<file path="config.mk">
export PLATFORM = sky130hd
export DESIGN_NAME = alu_arbiter
export DESIGN_NICKNAME = d
export VERILOG_FILES = /design/src/rtl/alu_arbiter_pkg.sv /design/src/rtl/alu_arbiter_rr_arb2.sv /design/src/rtl/alu_arbiter.sv
export SDC_FILE = /design/constraint.sdc
export NUM_CORES = 1
export LEC_CHECK = 0
export CAP_MARGIN = 20
export CORE_ASPECT_RATIO = 0.9
export CORE_MARGIN = 3
export CORE_UTILIZATION = 38
export CTS_CLUSTER_SIZE = 20
export DETAILED_ROUTE_END_ITERATION = 16
export PLACE_DENSITY = 0.81
export SLEW_MARGIN = 20
export SYNTH_ARGS = -nofsm -noshare
export SYNTH_HDL_FRONTEND = slang
export SYNTH_SLANG_ARGS = --single-unit
</file>
<file path="constraint.sdc">
create_clock -name clk -period 1.6 [get_ports clk]
set_input_delay 0.24 -clock clk [delete_from_list [all_inputs] [get_ports clk]]
set_output_delay 0.24 -clock clk [all_outputs]
set_load 0.02 [all_outputs]
</file>
<file path="src/rtl/alu_arbiter_pkg.sv">
// Shared types and constants for the two-requester ALU arbiter.
package alu_arbiter_pkg;

   localparam int WIDTH_DEF = 8;
   localparam int SEL_W_DEF = 2;
   localparam int CNT_W_DEF = 8;

   typedef logic [1:0] state_t;

   localparam state_t ST_IDLE = 2'd0;
   localparam state_t ST_EXEC = 2'd1;
   localparam state_t ST_RESP = 2'd2;

   typedef logic req_id_t;

   localparam req_id_t REQ0 = 1'b0;
   localparam req_id_t REQ1 = 1'b1;

endpackage

</file>
<file path="src/rtl/alu_arbiter_rr_arb2.sv">
// Two-input round-robin arbiter: combinational grant, registered priority pointer.
module rr_arb2
   import alu_arbiter_pkg::*;
(
   input  logic clk,
   input  logic rst,
   input  logic en,
   input  logic req0,
   input  logic req1,
   output logic gnt0,
   output logic gnt1
);

   req_id_t ptr;

   // The pointer only matters when both requesters contend.
   assign gnt0 = en & req0 & (~req1 | (ptr == REQ0));
   assign gnt1 = en & req1 & (~req0 | (ptr == REQ1));

   always_ff @(posedge clk) begin
      if (rst) begin
         ptr <= REQ0;
      end else if (gnt0) begin
         ptr <= REQ1;
      end else if (gnt1) begin
         ptr <= REQ0;
      end
   end

endmodule

</file>
<file path="src/rtl/alu_arbiter.sv">
// Shares one external combinational ALU between two valid/ready requesters,
// returning each result with a one-cycle response pulse two cycles after grant.
module alu_arbiter
   import alu_arbiter_pkg::*;
#(
   parameter int WIDTH = WIDTH_DEF,
   parameter int SEL_W = SEL_W_DEF,
   parameter int CNT_W = CNT_W_DEF
) (
   input  logic             clk,
   input  logic             rst,
   input  logic             req0_valid,
   input  logic [WIDTH-1:0] req0_a,
   input  logic [WIDTH-1:0] req0_b,
   input  logic [SEL_W-1:0] req0_sel,
   output logic             req0_ready,
   output logic             resp0_valid,
   output logic [WIDTH-1:0] resp0_data,
   input  logic             req1_valid,
   input  logic [WIDTH-1:0] req1_a,
   input  logic [WIDTH-1:0] req1_b,
   input  logic [SEL_W-1:0] req1_sel,
   output logic             req1_ready,
   output logic             resp1_valid,
   output logic [WIDTH-1:0] resp1_data,
   output logic [WIDTH-1:0] alu_a,
   output logic [WIDTH-1:0] alu_b,
   output logic [SEL_W-1:0] alu_sel,
   input  logic [WIDTH-1:0] alu_out,
   output logic             busy,
   output logic [CNT_W-1:0] done0_cnt,
   output logic [CNT_W-1:0] done1_cnt
);

   // state   | meaning
   // IDLE    | arbitrating; ready offered to the grant winner
   // EXEC    | ALU pins stable; result captured at the end of this cycle
   // RESP    | resp_valid pulse to the winner; counter already updated

   state_t  state;
   req_id_t win;
   logic    gnt0;
   logic    gnt1;
   logic    idle;

   assign idle = (state == ST_IDLE);

   rr_arb2 u_arb (
      .clk  (clk),
      .rst  (rst),
      .en   (idle),
      .req0 (req0_valid),
      .req1 (req1_valid),
      .gnt0 (gnt0),
      .gnt1 (gnt1)
   );

   assign req0_ready  = gnt0;
   assign req1_ready  = gnt1;
   assign busy        = ~idle;
   assign resp0_valid = (state == ST_RESP) & (win == REQ0);
   assign resp1_valid = (state == ST_RESP) & (win == REQ1);

   always_ff @(posedge clk) begin
      if (rst) begin
         state      <= ST_IDLE;
         win        <= REQ0;
         alu_a      <= '0;
         alu_b      <= '0;
         alu_sel    <= '0;
         resp0_data <= '0;
         resp1_data <= '0;
         done0_cnt  <= '0;
         done1_cnt  <= '0;
      end else begin
         case (state)
            ST_IDLE: begin
               if (gnt0 | gnt1) begin
                  alu_a   <= gnt1 ? req1_a   : req0_a;
                  alu_b   <= gnt1 ? req1_b   : req0_b;
                  alu_sel <= gnt1 ? req1_sel : req0_sel;
                  win     <= gnt1 ? REQ1 : REQ0;
                  state   <= ST_EXEC;
               end
            end
            ST_EXEC: begin
               // Counter moves with the data so it is current during the pulse.
               if (win == REQ0) begin
                  resp0_data <= alu_out;
                  done0_cnt  <= done0_cnt + CNT_W'(1);
               end else begin
                  resp1_data <= alu_out;
                  done1_cnt  <= done1_cnt + CNT_W'(1);
               end
               state <= ST_RESP;
            end
            ST_RESP: begin
               state <= ST_IDLE;
            end
            default: begin
               state <= ST_IDLE;
            end
         endcase
      end
   end

endmodule

</file>
==> run metrics <==
Worst-Skew Late Latency 290 ps; gr ovfl total 0; Initial Util 40.2%; WL/cell 16.1 µm; Worst Clk Skew 5.64 ps; All-Layer GR Usage 20.2%; vias post-DR 2,482; post-synthesis sequential area ratio 46.2%; row count 26; CTS clk-pin slew, worst paths 90 ps; commonest non-fill, non-tap cells in the layout clkdlybuf4s50_1, dfxtp_1, a21oi_1; num ports 103; RR Startpoint state[0]; Netlist cell types 34; number of flops mapped to enable cells by yosys 0; crit path from state[0]; Worst Max-Slew Pin Slew 481 ps; Reg2Reg Capture Point done0_cnt[7]; Startpoint Class flop; nets 430; reg2reg path depth 4; ANT nets after route 0; Post-Syn Nets 323; vias in the first global route 2,422; Longest Clk Path Bufs 2; clock root cell clkbuf_8; slew margin rel. 68.0%; DRT Pass-1 Iters 4; Setup crit end req0_ready; P_leak 1.53 nW; final setup fails 3; final cycle utilization of the critical path 103%; leading cell type in the layout, fill and taps excluded clkdlybuf4s50_1; Peak VDD IR 0.464 mV; area grow syn2layout 60.2%; cts bufs inserted 5; layout cell share with drive strength beyond 1 15.5%; clock sink count 54; Die H 80.4 µm; Hold Startpoint rst; utilization after layout 64.4%; placed insts 438; core area 5820 µm²; commonest register cell after synthesis dfxtp_1; setup repair after global routing missed its margin yes; Post-DP HPWL 5.09 mm; Fill cells 510; via/cell ratio 5.50; GPL Wtd Cong 0.785; Setup crit end kind primary output; H-tree depth 2; Cell Area, Synth 2340 µm²; Pwr Density 829 nW/µm²; failing checks setup timing; Worst Slack Setup Final -46.4 ps; Die X 88.7 µm; max-slew violation count 0; Hold Path Class in2reg; critical path peak fanout 3; synthesized instance count 273; status finished, violations left; f_max 607 MHz; Post-Route WL 7.25 mm; Post-CTS Hold Fix Bufs 0; Worst R2R Setup Slack -30 ps; DRC viols 0; IO buf count 102; CP Class reg2out; fin cells 451; Final Hold Vio Count 0; fin crit period 1650 ps; largest net degree at the start of global routing 29; crit path DAT 1410 ps; Hold Slack 386 ps; WP data required 1360 ps; first-pass GRT wire length 11.5 mm; CTS tree built; starting DRC count in detailed routing 135; ys async rst share 0%; Synthesis Warnings 0; Antenna Cells 0; die area 7130 µm²; Setup WS pre-CTS -560 ps; maxcap violations 0; #FFs+latches synth 54; initial antenna violation count 0; post-synthesis average cell area 8.57 µm²
-- kinds of logic after synthesis --
group / share of synthesized area (%)
XOR/XNOR: 1.12
multiplexers: 3.85
AND/OR/NAND/NOR: 19.6
flip-flops: 46.2
adder cells (fa/ha/maj): 1.07
buffers and inverters: 5.40
AO/OA/AOI/OAI: 22.7
-- sequential cells by signal, indices dropped and copies added (netlist names) --
signal,cells
u_arb.ptr,1
win,1
alu_b,8
resp0_data,8
alu_a,8
done0_cnt,8
resp1_data,8
done1_cnt,8
state,2
alu_sel,2
-- cell type report --
class | instances | area, µm² | share of cell area, %
clock buffer | 7 | 86.3 | 2.30
tap | 70 | 87.6 | 2.34
clock inverter | 1 | 5.00 | 0.134
timing repair buffer | 125 | 1260 | 33.7
sequential | 54 | 1090 | 29.0
inverter | 3 | 11.3 | 0.301
multi-input combinational | 191 | 1210 | 32.3
-- routing by layer --
metal | GRT usage, % | share of wire (%) | up-vias
li1 | - | - | 1212
met1 | 25.4 | 42 | 1191
met2 | 33.2 | 51 | 63
met3 | 4.62 | 4.8 | 16
met4 | 8.01 | 2.7 | 0
met5 | 0 | 0 | -
-- stage by stage --
step | setup TNS, ps | area (µm²) | power (mW)
after floorplan | 0 | 2340 | 1.90
after global placement | -4820 | 3530 | 2.31
after detailed placement | -5210 | 3530 | 2.33
after CTS | -126 | 3650 | 3.11
after global routing | -341 | 3750 | 3.26
final | -97.2 | 3750 | 3.11
-- worst max-delay path: stages, from the launching register on --
cell	delay, ps
dfxtp_4	360
buf_4	130
or3b_4	370
a21oi_2	110
buf_4	150
-- cells in the mapped netlist, types with 5 or more instances --
cell type   n  share of area (%)
a21oi_1    40                8.6
a311oi_1   18                6.7
buf_2       5                1.1
clkbuf_1   19                3.0
dfxtp_1    54                 46
mux2i_1     9                3.9
nand2_1    21                3.4
nand3_1    22                4.7
nor2_1     15                2.4
o21ai_0    23                4.9
o31ai_1     5                1.6
or3_1       6                1.6
or4_1       5                1.6
-- what timing repair did --
item | in CTS | in global routing
setup endpoints to repair | 15 | 24
pin swaps | 2 | 7
resized for setup | 33 | 23
buffers inserted | 2 | 2
gates cloned | 1 | 0
-- where the power goes --
| part | internal, mW | total (mW) | switching, mW |
|---|---|---|---|
| registers | 1.43 | 1.49 | 0.0571 |
| logic | 0.434 | 0.856 | 0.422 |
| clock network | 0.350 | 0.763 | 0.413 |
-- how the worst min path moves through the flow --
stage	end	slack, ps	cells past startpoint
5_1_grt	win	400	2
3_5_place_dp	resp0_data[3]	450	2
2_1_floorplan	resp0_data[0]	380	2
6_report	win	390	2
4_1_cts	win	360	2
3_3_place_gp	resp0_data[7]	450	2
No activity file was read; power rests on OpenSTA's default activity.
